`src/rtl/int_alu_exec.sv`:
```
// Integer ALU execute stage: computes results for issued uops, buffers them in
// an in-order queue and broadcasts them on the CDB under request/grant control.
package int_alu_exec_pkg;
  localparam int XLEN     = 32;
  localparam int ROB_ID_W = 6;
  localparam int PHY_W    = 7;
  localparam int ARCH_W   = 5;

  localparam logic [1:0] OP1_RS1  = 2'd0;
  localparam logic [1:0] OP1_ZERO = 2'd1;
  localparam logic [1:0] OP1_PC   = 2'd2;
  localparam logic       OP2_RS2  = 1'b0;
  localparam logic       OP2_IMM  = 1'b1;

  localparam logic [3:0] ALU_ADD  = 4'd0;
  localparam logic [3:0] ALU_SUB  = 4'd1;
  localparam logic [3:0] ALU_SLL  = 4'd2;
  localparam logic [3:0] ALU_SRL  = 4'd3;
  localparam logic [3:0] ALU_SRA  = 4'd4;
  localparam logic [3:0] ALU_SLT  = 4'd5;
  localparam logic [3:0] ALU_SLTU = 4'd6;
  localparam logic [3:0] ALU_XOR  = 4'd7;
  localparam logic [3:0] ALU_OR   = 4'd8;
  localparam logic [3:0] ALU_AND  = 4'd9;

  typedef struct packed {
    logic [ROB_ID_W-1:0] rob_id;
    logic [PHY_W-1:0]    rd_phy;
    logic [ARCH_W-1:0]   rd_arch;
    logic [1:0]          op1_sel;
    logic                op2_sel;
    logic [3:0]          fu_opcode;
    logic [XLEN-1:0]     imm;
    logic [XLEN-1:0]     pc;
    logic [XLEN-1:0]     rs1_value;
    logic [XLEN-1:0]     rs2_value;
  } fu_alu_reg_t;
endpackage

module int_alu_exec
  import int_alu_exec_pkg::*;
#(
  parameter int QDEPTH = 2,
  parameter int XLEN   = int_alu_exec_pkg::XLEN
) (
  input  logic        clk,
  input  logic        rst,
  input  logic        int_rs_valid,
  output logic        fu_alu_ready,
  input  fu_alu_reg_t fu_alu_reg_in,
  output logic        cdb_req,
  input  logic        cdb_grant,
  cdb_itf.fu          cdb
);
  localparam int PTR_W = (QDEPTH > 1) ? $clog2(QDEPTH) : 1;
  localparam int CNT_W = PTR_W + 1;

  typedef struct packed {
    logic [ROB_ID_W-1:0] rob_id;
    logic [PHY_W-1:0]    rd_phy;
    logic [ARCH_W-1:0]   rd_arch;
    logic [XLEN-1:0]     value;
  } entry_t;

  entry_t           queue_q [QDEPTH];
  entry_t           entry_d;
  logic [PTR_W-1:0] wr_ptr_q, wr_ptr_d;
  logic [PTR_W-1:0] rd_ptr_q, rd_ptr_d;
  logic [CNT_W-1:0] count_q, count_d;
  logic             acc, pop;
  logic [XLEN-1:0]  op_a, op_b, result;
  logic [4:0]       shamt;

  // Handshakes: a uop transfers on a rising edge where int_rs_valid and
  // fu_alu_ready are both high; a result transfers where cdb_req and
  // cdb_grant are both high (cdb.valid). Ready and req come only from count_q.
  assign fu_alu_ready = (count_q < CNT_W'(QDEPTH));
  assign cdb_req      = (count_q != '0);
  assign acc          = int_rs_valid & fu_alu_ready;
  assign pop          = cdb_req & cdb_grant;

  always_comb begin
    op_a = '0;
    case (fu_alu_reg_in.op1_sel)
      OP1_RS1: op_a = fu_alu_reg_in.rs1_value;
      OP1_PC:  op_a = fu_alu_reg_in.pc;
      default: op_a = '0;
    endcase
    op_b  = (fu_alu_reg_in.op2_sel == OP2_IMM) ? fu_alu_reg_in.imm : fu_alu_reg_in.rs2_value;
    shamt = op_b[4:0];
  end

  always_comb begin
    result = '0;
    case (fu_alu_reg_in.fu_opcode)
      ALU_ADD:  result = op_a + op_b;
      ALU_SUB:  result = op_a - op_b;
      ALU_SLL:  result = op_a << shamt;
      ALU_SRL:  result = op_a >> shamt;
      ALU_SRA:  result = $unsigned($signed(op_a) >>> shamt);
      ALU_SLT:  result = {{(XLEN-1){1'b0}}, ($signed(op_a) < $signed(op_b))};
      ALU_SLTU: result = {{(XLEN-1){1'b0}}, (op_a < op_b)};
      ALU_XOR:  result = op_a ^ op_b;
      ALU_OR:   result = op_a | op_b;
      ALU_AND:  result = op_a & op_b;
      default:  result = '0;
    endcase
  end

  always_comb begin
    entry_d         = '0;
    entry_d.rob_id  = fu_alu_reg_in.rob_id;
    entry_d.rd_phy  = fu_alu_reg_in.rd_phy;
    entry_d.rd_arch = fu_alu_reg_in.rd_arch;
    entry_d.value   = result;
  end

  // QDEPTH is a power of two, so pointers wrap by plain overflow.
  always_comb begin
    wr_ptr_d = wr_ptr_q + PTR_W'(acc);
    rd_ptr_d = rd_ptr_q + PTR_W'(pop);
    count_d  = count_q + CNT_W'(acc) - CNT_W'(pop);
  end

  always_ff @(posedge clk or posedge rst) begin
    if (rst) begin
      wr_ptr_q <= '0;
      rd_ptr_q <= '0;
      count_q  <= '0;
    end else begin
      wr_ptr_q <= wr_ptr_d;
      rd_ptr_q <= rd_ptr_d;
      count_q  <= count_d;
    end
  end

  // Storage is intentionally not reset; count_q alone decides what is live.
  always_ff @(posedge clk) begin
    if (acc) queue_q[wr_ptr_q] <= entry_d;
  end

  assign cdb.valid    = pop;
  assign cdb.rob_id   = queue_q[rd_ptr_q].rob_id;
  assign cdb.rd_phy   = queue_q[rd_ptr_q].rd_phy;
  assign cdb.rd_arch  = queue_q[rd_ptr_q].rd_arch;
  assign cdb.rd_value = queue_q[rd_ptr_q].value;
endmodule

```
`src/rtl/int_alu_exec_if.sv`:
```
// CDB broadcast bundle driven by the integer ALU execute stage.
// The fu/master side drives every field; snoopers (ROB, PRF, RS) use slave.
interface cdb_itf #(
  parameter int XLEN     = 32,
  parameter int ROB_ID_W = 6,
  parameter int PHY_W    = 7,
  parameter int ARCH_W   = 5
);
  logic                valid;
  logic [ROB_ID_W-1:0] rob_id;
  logic [PHY_W-1:0]    rd_phy;
  logic [ARCH_W-1:0]   rd_arch;
  logic [XLEN-1:0]     rd_value;

  modport fu     (output valid, rob_id, rd_phy, rd_arch, rd_value);
  modport master (output valid, rob_id, rd_phy, rd_arch, rd_value);
  modport slave  (input  valid, rob_id, rd_phy, rd_arch, rd_value);
endinterface

```
`src/flat_wrapper.sv`:
```
// flat-port wrapper written by rule: the top's interface ports become plain ports
module int_alu_exec_flat import int_alu_exec_pkg::*;
#(
  parameter int QDEPTH = 2,
  parameter int XLEN   = int_alu_exec_pkg::XLEN
)
  (clk, rst, int_rs_valid, fu_alu_ready, fu_alu_reg_in, cdb_req, cdb_grant, cdb_valid, cdb_rob_id, cdb_rd_phy, cdb_rd_arch, cdb_rd_value);
  cdb_itf #(.XLEN(XLEN)) cdb_i ();
  input  logic clk;
  input  logic rst;
  input  logic int_rs_valid;
  output logic fu_alu_ready;
  input  fu_alu_reg_t fu_alu_reg_in;
  output logic cdb_req;
  input  logic cdb_grant;
  output wire logic [$bits(cdb_i.valid)-1:0] cdb_valid;
  output wire logic [$bits(cdb_i.rob_id)-1:0] cdb_rob_id;
  output wire logic [$bits(cdb_i.rd_phy)-1:0] cdb_rd_phy;
  output wire logic [$bits(cdb_i.rd_arch)-1:0] cdb_rd_arch;
  output wire logic [$bits(cdb_i.rd_value)-1:0] cdb_rd_value;
  assign cdb_valid = cdb_i.valid;
  assign cdb_rob_id = cdb_i.rob_id;
  assign cdb_rd_phy = cdb_i.rd_phy;
  assign cdb_rd_arch = cdb_i.rd_arch;
  assign cdb_rd_value = cdb_i.rd_value;
  int_alu_exec #(.QDEPTH(QDEPTH), .XLEN(XLEN)) u_core (.clk(clk), .rst(rst), .int_rs_valid(int_rs_valid), .fu_alu_ready(fu_alu_ready), .fu_alu_reg_in(fu_alu_reg_in), .cdb_req(cdb_req), .cdb_grant(cdb_grant), .cdb(cdb_i));
endmodule
```
`config.mk`:
```
export PLATFORM = sky130hd
export DESIGN_NAME = int_alu_exec_flat
export DESIGN_NICKNAME = d
export VERILOG_FILES = /design/src/rtl/int_alu_exec.sv /design/src/rtl/int_alu_exec_if.sv /design/src/flat_wrapper.sv
export SDC_FILE = /design/constraint.sdc
export NUM_CORES = 1
export LEC_CHECK = 0
export CAP_MARGIN = 20
export CELL_PAD_IN_SITES_DETAIL_PLACEMENT = 0
export CELL_PAD_IN_SITES_GLOBAL_PLACEMENT = 1
export CORE_MARGIN = 2
export CORE_UTILIZATION = 38
export DETAILED_ROUTE_END_ITERATION = 16
export PLACE_DENSITY_LB_ADDON = 0.1
export RECOVER_POWER = 50
export SYNTH_ARGS = -nofsm -noshare
export SYNTH_HDL_FRONTEND = slang
export SYNTH_SLANG_ARGS = --single-unit
```
`constraint.sdc`:
```
create_clock -name clk -period 2.1 [get_ports clk]
set_input_delay 0.315 -clock clk [delete_from_list [all_inputs] [get_ports clk]]
set_output_delay 0.315 -clock clk [all_outputs]
set_load 0.05 [all_outputs]
```
==> results.tsv <==
stage	metric	value	unit
grt	grt_pass1_vias	17350	
clocking	cts_htree_levels	3	
power	power_density	612.9	nW/um2
final_layout	most-common-layout-cells	buf_4 (666), nor2_1 (147), edfxtp_1 (100)	
critical_path	start_kind	primary input	
routing	detail-route-antenna-nets	0	
critical_path	cpPeakStageDelay	410	ps
synth	synth_edf_count	100	
critical_path	end_kind	flip-flop	
grt	antenna_found_initial	2	
clocking	cts_tree	yes	
synth	syn-num-nets	1920	
power	max-vdd-ir-drop	1090	uV
grt	grt_pass1_wl	108.8	mm
synth	async_reset_ff_share	3.846	%
routing	wl_per_cell	25.91	um
clocking	postCtsHoldBufs	0	
clocking	cts_buffers	9	
sta	post-route-period-util	155.3	%
final_layout	multi_input_area	11980	um2
die	initial_core_util	38.56	%
final_layout	antenna_cells	0	
outcome	outcome	complete, but fails checks	
sta	skew	15.20	ps
routing	drt-total-wl	76.20	mm
die	row_count	69	
die	io_pins	210	
critical_path	arrival	3300	ps
job	cap_violations	0	
synth	ys_ff_latch	104	
synth	ys_top_cells_by_area	edfxtp_1 (22%), ha_1 (9.4%), mux2_2 (7.0%), o21ai_0 (4.9%), nor2_1 (4.8%)	
sta	layout_setup_ws	-1160	ps
routing	dr_total_vias	17890	
final_layout	final_common_cell	buf_4	
sta	hold_violations	0	
sta	drv_slew	0	
final_layout	area_delta_synth_final	78.78	%
clocking	clock-sinks	104	
critical_path	required	2140	ps
clocking	clk_latency	370	ps
placement	dp_hpwl	57.29	mm
routing	drc	0	
routing	via_per_inst	6.081	
sta	rsz0062_at_grt	true	
final_layout	register_area	3107	um2
routing	first_pass_iters	5	
sta	report.final.setup_viol	64	
placement	portBuffers	209	
grt	grt.total_usage	38.21	%
die	dieArea	37540	um2
critical_path	path_max_fanout	5	
outcome	violations	negative setup slack	
grt	grt_max_degree	50	
final_layout	final_util	68.94	%
final_layout	nets	2737	
die	die_x	193.8	um
clocking	cts_root_buffer	clkbuf_16	
sta	min_period	3260	ps
placement	placedCellCount	2819	
synth	synth_top_area_cell	edfxtp_1	
grt	overflow	0	
synth	ys_types	87	
final_layout	fin_cells	2941	
synth	synth_top_area_share	21.95	%
synth	avgSynthCellArea	8.252	um2
min_path	hold_class	primary input to asynchronous set/reset pin	
critical_path	cp_slowest_cell	fa_2	
synth	yosysSeqAreaShare	22.68	%
die	coreArea	35480	um2
critical_path	critPathTopFamily	compound AO/OA/AOI/OAI gates	
clocking	clk_transition_reported_paths	80	ps
routing	first_iter_violations	1669	
die	die_h	193.8	um
synth	synthesis.area	13680	um2
sta	worstMarginPinSlew	689.8	ps
critical_path	crit_chain	buf_12 -> buf_6 -> mux2_4 -> ha_4 -> fa_2 -> o21bai_4 -> a311oi_4 -> nor4b_4 -> o21ai_1 -> a32oi_2 -> o22ai_1 -> o21ai_2 -> nand4_1	
power	p_leak	10.26	nW
final_layout	layout-drive-gt1-share	50.89	%
clocking	clk_path_buf_depth	2	
placement	globalplace.congestion	1.068	
final_layout	fill_cells	2761	
final_layout	stdcell_area	24460	um2
critical_path	path_buf_inv	2	
sta	clock.fmax	0.3067	GHz
placement	dpl_cell_area	20890	um2
synth	synthCells	1658	
sta	maxSlewHeadroom	54.01	%
synth	ys.flop_type	edfxtp_1	
critical_path	critical_path_class	primary input to flip-flop	
synth	yosysWarnings	0	
Yosys cell counts (all sizes together) (8+ instances only):
library cell,instances
buf,38
a221oi,25
o2111ai,10
xnor2,8
and2,9
mux2,88
o221ai,12
ha,103
a21oi,114
o22ai,15
a22oi,19
nand2,105
nor3,41
nor2,191
o21ai,162
o211ai,41
nor2b,16
nor4,14
clkbuf,86
a31oi,17
o21bai,12
a221o,14
nand3,40
mux4,26
inv,101
or3,11
nand2b,11
o31ai,16
edfxtp,100
nand4,9
mux2i,68
a211oi,22
metrics by stage:
step	setup slack, ps	power (W)	hold slack (ps)	TNS [ps]
6_report	-1160	0.01499	271.4	-63630
4_1_cts	-1024	0.01460	123.1	-56630
3_5_place_dp	-2003	0.01194	521.1	-107500
3_3_place_gp	-1965	0.01184	519.6	-105390
5_1_grt	-1178	0.01556	290.6	-65100
2_1_floorplan	-1353	0.007944	81.08	-65520
where the power goes:
group / total (W) / leakage (nW) / switching (W) / internal (W)
logic: 0.0103 / 9.13 / 0.00592 / 0.00440
registers: 0.00296 / 0.975 / 0.000153 / 0.00281
clock network: 0.00171 / 0.151 / 0.000858 / 0.000854
total: 0.0150 / 10.3 / 0.00693 / 0.00806
repair_timing:
| item | in CTS | in global routing |
|---|---|---|
| gates resized for setup | 441 | 140 |
| gates cloned | 5 | 2 |
| pin swaps | 167 | 87 |
| setup buffers | 78 | 41 |
| endpoints found under the setup margin | 70 | 64 |
per-layer routing:
metal  GRT usage (%)  vias to the layer above  part of all wire (%)
met3           7.636                      259                   9.1
met4           21.69                        2                   6.9
met1           47.65                     8620                    38
li1                -                     7929                     -
met5               0                        -                  0.14
met2           61.72                     1075                    45
registers in the layout, summed over array words and instances, names as in the netlist:
| signal | flops |
|---|---|
| u_core.count_q | 2 |
| u_core.rd_ptr_q | 1 |
| u_core.wr_ptr_q | 1 |
| u_core.queue_q | 100 |
cell families after synthesis:
group,synth area share [%]
simple gates,15.67
xor+xnor,0.7042
compound gates,27.25
flops,22.68
buf+inv,7.032
fa+ha+maj,9.712
mux,16.95
final timing paths:
check                                   start               endpoint  slack (ps)  cells after the start
max                        fu_alu_reg_in[132]  u_core.queue_q[0][16]       -1160                     13
min                                       rst      u_core.count_q[1]         270                      2
max reg2reg                 u_core.count_q[1]  u_core.queue_q[0][29]         160                      3
min reg2reg                 u_core.count_q[1]      u_core.count_q[1]         530                      1
max in group asynchronous                 rst        u_core.rd_ptr_q        1650                      2
min in group clk            u_core.count_q[1]      u_core.count_q[1]         530                      1
final cells by class:
type	count	share of cell area (%)
Timing Repair Buffer	929	32.85
Inverter	102	1.765
Tap cell	461	2.358
Clock buffer	9	0.9207
Clock inverter	7	0.3529
Sequential cell	104	12.70
Multi-Input combinational cell	1328	48.98
Timing Repair inverter	1	0.06650
Power figures use the tool's default switching activity.
